$ cat src/rtl/tsp_perm_solver.sv
// tsp_perm_solver: exhaustive Manhattan TSP over N_CITIES points using iterative Heap permutations (optional LED tour display under TSP_LED_SHOW_EN).
module tsp_perm_solver #(
    parameter int N_CITIES = 6,
    parameter int COORD_W  = 16,
    parameter int DISP_DIV = 13500000,
    localparam int IDX_W   = $clog2(N_CITIES),
    localparam int COST_W  = COORD_W + 1 + $clog2(N_CITIES)
) (
    input  logic               sys_clk,
    input  logic               sys_rst,
    input  logic               wr_en,
    input  logic [IDX_W-1:0]   wr_addr,
    input  logic [COORD_W-1:0] wr_x,
    input  logic [COORD_W-1:0] wr_y,
    input  logic               start,
    output logic               busy,
    output logic               done,
    output logic               valid,
    output logic [COST_W-1:0]  best_cost,
    input  logic [IDX_W-1:0]   rd_idx,
    output logic [IDX_W-1:0]   rd_city,
    output logic [5:0]         led
);
    localparam int M = N_CITIES - 1;
    localparam logic [IDX_W:0] NC = (IDX_W+1)'(N_CITIES);
    localparam logic [IDX_W-1:0] LAST = IDX_W'(N_CITIES - 1);
    localparam logic [IDX_W-1:0] MLAST = IDX_W'(M - 1);

    typedef enum logic [2:0] {S_IDLE, S_INIT, S_EVAL, S_CMP, S_PERM, S_DONE} state_t;
    state_t state;

    logic [COORD_W-1:0] xs [N_CITIES];
    logic [COORD_W-1:0] ys [N_CITIES];
    logic [IDX_W-1:0]   perm [N_CITIES];
    logic [IDX_W-1:0]   best_tour [N_CITIES];
    logic [IDX_W-1:0]   c [M];
    logic [IDX_W-1:0]   k, kn, i, sa, sb;
    logic [COST_W-1:0]  acc;
    logic [COORD_W-1:0] xa, xb, ya, yb;
    logic [COORD_W:0]   d;

    always_comb begin
        kn = (k == LAST) ? '0 : k + 1'b1;
        xa = xs[perm[k]];
        xb = xs[perm[kn]];
        ya = ys[perm[k]];
        yb = ys[perm[kn]];
        d  = {1'b0, (xa > xb) ? xa - xb : xb - xa} + {1'b0, (ya > yb) ? ya - yb : yb - ya};
        sa = IDX_W'(1) + (i[0] ? c[i] : '0);
        sb = i + 1'b1;
    end

    assign rd_city = ({1'b0, rd_idx} < NC) ? best_tour[rd_idx] : '0;

    always_ff @(posedge sys_clk) begin
        if (sys_rst) begin
            state     <= S_IDLE;
            busy      <= 1'b0;
            done      <= 1'b0;
            valid     <= 1'b0;
            best_cost <= '0;
            acc       <= '0;
            k         <= '0;
            i         <= '0;
            for (int j = 0; j < N_CITIES; j++) begin
                xs[j]        <= '0;
                ys[j]        <= '0;
                perm[j]      <= IDX_W'(j);
                best_tour[j] <= IDX_W'(j);
            end
            for (int j = 0; j < M; j++) c[j] <= '0;
        end else begin
            done <= 1'b0;
            case (state)
                S_IDLE: begin
                    if (wr_en && ({1'b0, wr_addr} < NC)) begin
                        xs[wr_addr] <= wr_x;
                        ys[wr_addr] <= wr_y;
                    end
                    if (start) begin
                        state <= S_INIT;
                        busy  <= 1'b1;
                        valid <= 1'b0;
                    end
                end
                S_INIT: begin
                    for (int j = 0; j < N_CITIES; j++) perm[j] <= IDX_W'(j);
                    for (int j = 0; j < M; j++) c[j] <= '0;
                    i         <= '0;
                    k         <= '0;
                    acc       <= '0;
                    best_cost <= '1;
                    valid     <= 1'b0;
                    state     <= S_EVAL;
                end
                S_EVAL: begin
                    acc   <= acc + COST_W'(d);
                    k     <= kn;
                    state <= (k == LAST) ? S_CMP : S_EVAL;
                end
                S_CMP: begin
                    if (acc < best_cost) begin
                        best_cost <= acc;
                        for (int j = 0; j < N_CITIES; j++) best_tour[j] <= perm[j];
                    end
                    acc   <= '0;
                    state <= S_PERM;
                end
                S_PERM: begin
                    // Heap's algorithm on perm[1..N-1]; city 0 stays fixed as the tour start
                    if (c[i] < i) begin
                        perm[sa] <= perm[sb];
                        perm[sb] <= perm[sa];
                        c[i]     <= c[i] + 1'b1;
                        i        <= '0;
                        state    <= S_EVAL;
                    end else begin
                        c[i] <= '0;
                        if (i == MLAST) begin
                            state <= S_DONE;
                            busy  <= 1'b0;
                            done  <= 1'b1;
                            valid <= 1'b1;
                        end else begin
                            i <= i + 1'b1;
                        end
                    end
                end
                default: state <= S_IDLE;
            endcase
        end
    end

`ifdef TSP_LED_SHOW_EN
    localparam int DIV_W = $clog2(DISP_DIV + 1);
    logic [DIV_W-1:0] div;
    logic [IDX_W-1:0] pos;

    always_ff @(posedge sys_clk) begin
        if (sys_rst || !valid) begin
            div <= '0;
            pos <= '0;
        end else if (div == DIV_W'(DISP_DIV - 1)) begin
            div <= '0;
            pos <= (pos == LAST) ? '0 : pos + 1'b1;
        end else begin
            div <= div + 1'b1;
        end
    end

    assign led = busy ? 6'b011111 : valid ? ~(6'b1 << best_tour[pos]) : 6'b111111;
`else
    logic unused_div;
    assign unused_div = (DISP_DIV == 0);
    assign led = ~{busy, valid, best_cost[3:0]};
`endif
endmodule
$ cat config.mk
export PLATFORM = sky130hd
export DESIGN_NAME = tsp_perm_solver
export DESIGN_NICKNAME = d
export VERILOG_FILES = /design/src/rtl/tsp_perm_solver.sv
export SDC_FILE = /design/constraint.sdc
export NUM_CORES = 1
export LEC_CHECK = 0
export ABC_CLOCK_PERIOD_IN_PS = 8100
export BUFFER_PORTS_ARGS = -buffer_cell sky130_fd_sc_hd__buf_2
export CAP_MARGIN = 20
export CORE_MARGIN = 3
export CORE_UTILIZATION = 43
export DETAILED_ROUTE_END_ITERATION = 7
export SLEW_MARGIN = 20
export SYNTH_ARGS = -nofsm -noshare
export SYNTH_HDL_FRONTEND = slang
export SYNTH_SLANG_ARGS = --single-unit
$ cat constraint.sdc
create_clock -name sys_clk -period 8.1 [get_ports sys_clk]
set_input_delay 1.62 -clock sys_clk [delete_from_list [all_inputs] [get_ports sys_clk]]
set_output_delay 1.62 -clock sys_clk [all_outputs]
set_load 0.05 [all_outputs]
==> qor.txt <==
Yosys reg bits = 380
number of global-route vias before repair = 20177
CTS tree = yes
initial antenna violation count = 1
final hold vios = 0
Placer Congestion = 0.924
Distinct cells, synth = 83
Worst Setup Start Kind = register
slowest cell delay on critical path = 0.63 ns
Hold Crit Depth = 2
H-tree depth = 2
commonest register cell after synthesis = edfxtp_1
drt total wl = 72500 um
IO Pins = 74
max-cap viol count = 0
core area = 55700 sq um
global-route wire length before repair = 113000 um
Post-synth EDFFs = 322
cell count after synthesis = 2766
Root Buffer = clkbuf_16
f_max = 132 MHz
worst r2r path cells = 29
Tmin final = 7.57 ns
worst-path fanout max = 71
Syn Area/Cell = 8.85 sq um
initial core utilization = 43.9%
port bufs = 73
total clock sinks = 380
Die X = 245 um
hpwl dp = 47800 um
Seq/Total Area, Yosys = 44.3%
crit path capture type = register
Worst Hold Launch = valid$_SDFFE_PP0P_
most frequent CP cell = o21ai_0
total CTS buffers = 43
Tot GR Track Use = 23.8%
period utilization = 93.4%
CP Class = register to register
crit path max-delay cell type = mux4_2
Die Footprint = 59800 sq um
DR WL/cell = 20.0 um
Setup Viol. Count Final = 0
Worst R2R End = acc[18]$_SDFFE_PP0P_
mapped cell area = 24500 sq um
Die H = 245 um
Via density = 5.75
Clock Latency Late Sink = 0.60 ns
status = complete, no violations
worst hold endpoint = valid$_SDFFE_PP0P_
DRC errors left = 0
ANT nets after route = 0
Worst Tran Pin Value = 0.996 ns
slew margin rel. = 33.4%
total grt overflow = 0
vias post-DR = 20818
Req. time, crit path = 8.61 ns
Hold WC Path Type = register to register
Synth-to-Final Area Change = 13.0%
Slew Limit Fails = 0
Synth async-reset ratio = 0%
Final #Nets = 3002
DRT Pass-1 Iters = 7
largest net degree at the start of global routing = 75
Clock Tree Buf Depth = 3
proportion of layout cells with a drive suffix above 1 = 10.7%
yosys warns = 0
TNS Setup = 0 ns
FILL cells = 5234
RSZ-0062 raised after global routing = false
Reg clk slew, reported paths = 0.06 ns
R2R setup slack = 0.53 ns
worst r2r src = perm[4][0]$_DFFE_PP_
row count = 86
cts hold-fix bufs = 0
DRT iter0 DRCs = 2245
clk_skew = 0.0234 ns
crit path DAT = 8.08 ns
repair_timing:
item	4_1_cts	5_1_grt
gates resized for setup	0	10
setup buffers	0	5
setup endpoints to repair	0	7
stage by stage:
step	hold slack [ns]	instances	instance area (sq um)	setup WS [ns]	utilization, %
floorplan	0.490	2829	24700	0.962	-
global placement	0.460	3531	26000	0.544	46.6
detailed placement	0.482	3533	26000	0.391	46.6
CTS	0.490	3612	27500	0.357	49.4
global route	0.510	3618	27600	0.000644	49.6
finish	0.484	3619	27700	0.531	49.6
worst max-delay path: cells and delay by family, from the launching register on:
family / cells / cell delay (ns)
mux: 2 / 0.83
flops: 1 / 0.53
compound gates: 13 / 3.12
simple gates: 6 / 0.81
fa+ha+maj: 3 / 1.25
xor+xnor: 1 / 0.12
buf+inv: 4 / 0.74
flip-flops by register name, summed over array words and instances, names as in the netlist, named ones only:
signal / flops
xs: 128
perm: 24
k: 3
c: 24
best_tour: 18
done: 1
state: 3
i: 3
acc: 20
valid: 1
best_cost: 20
ys: 128
busy: 1
cell usage after synthesis, types with 24 or more instances:
| cell | n | area share, % |
|---|---|---|
| nand2_1 | 545 | 8.4 |
| edfxtp_1 | 322 | 40 |
| nor2_1 | 315 | 4.8 |
| inv_1 | 181 | 2.8 |
| nand3_1 | 173 | 3.5 |
| clkbuf_1 | 161 | 2.5 |
| ha_1 | 103 | 5.3 |
| o21ai_0 | 94 | 1.9 |
| a211oi_1 | 93 | 2.9 |
| a21oi_1 | 91 | 1.9 |
| and2_1 | 76 | 1.9 |
| a31oi_1 | 74 | 1.9 |
| dfxtp_1 | 58 | 4.7 |
| mux2_2 | 45 | 2.1 |
| mux2i_1 | 41 | 1.7 |
| nor3_1 | 32 | 0.65 |
| nand2b_1 | 24 | 0.61 |
cell families (layout without fill, tap and decap cells):
logic type / after synthesis / in the layout / share of synthesized area, %
mux: 107 / 108 / 5.65
flops: 380 / 380 / 44.3
simple gates: 1244 / 1244 / 22.1
buf+inv: 366 / 406 / 5.76
xor+xnor: 46 / 46 / 1.80
fa+ha+maj: 124 / 124 / 6.98
compound gates: 498 / 498 / 13.4
other cells: 1 / 65 / 0.0153
final cells by class:
| class | count | area [sq um] | share of cell area (%) |
|---|---|---|---|
| multi-input cells | 2084 | 12600 | 45.7 |
| clock buffers | 48 | 1090 | 3.96 |
| repair buffers | 142 | 1020 | 3.69 |
| diodes | 1 | 2.50 | 0.00905 |
| flip-flops and latches | 380 | 10800 | 39.2 |
| clock inverters | 31 | 443 | 1.60 |
| inverters | 185 | 694 | 2.51 |
| well taps | 748 | 936 | 3.38 |
worst max path at each step:
stage | start | to | slack, ns | cells past startpoint
after CTS | register | acc[18]$_SDFFE_PP0P_ | 0.36 | 27
after global placement | register | acc[18]$_SDFFE_PP0P_ | 0.54 | 27
after floorplan | k[1]$_SDFFE_PP0N_ | acc[17]$_SDFFE_PP0P_ | 0.96 | 28
after global routing | k[0]$_SDFFE_PP0N_ | acc[18]$_SDFFE_PP0P_ | 0.0006 | 29
after detailed placement | register | acc[18]$_SDFFE_PP0P_ | 0.39 | 27
final | perm[4][0]$_DFFE_PP_ | acc[18]$_SDFFE_PP0P_ | 0.53 | 29
layout by cell type (no fill, tap or decap), drive strengths merged, types with 8 or more instances in the layout:
| cell | count |
|---|---|
| nor2b | 12 |
| bufinv | 9 |
| nand2 | 546 |
| nor4 | 13 |
| a21oi | 91 |
| a22oi | 12 |
| fa | 21 |
| o21ai | 100 |
| o21a | 14 |
| clkinv | 22 |
| edfxtp | 322 |
| a31oi | 74 |
| buf | 142 |
| o22ai | 8 |
| dfxtp | 58 |
| nand3 | 173 |
| nor3 | 32 |
| a211oi | 93 |
| xor2 | 22 |
| mux4 | 18 |
| or3 | 14 |
| a21o | 23 |
| xnor2 | 24 |
| clkbuf | 48 |
| conb | 64 |
| mux2 | 48 |
| nand2b | 24 |
| mux2i | 42 |
| o211ai | 10 |
| inv | 183 |
| nor2 | 316 |
| ha | 103 |
| and2 | 76 |
| o21bai | 8 |
| and3 | 10 |
| nand4 | 18 |
per-layer routing:
metal | GRT usage, % | share of wire [%] | up-vias
met5 | 0 | 0 | -
met4 | 7.71 | 2.6 | 0
met3 | 3.39 | 7.4 | 150
met2 | 39.5 | 47 | 888
met1 | 32.0 | 43 | 10015
li1 | - | - | 9765
Power is not shown: default switching activity piles up to over one toggle a cycle in this logic, so the estimate is an artifact.
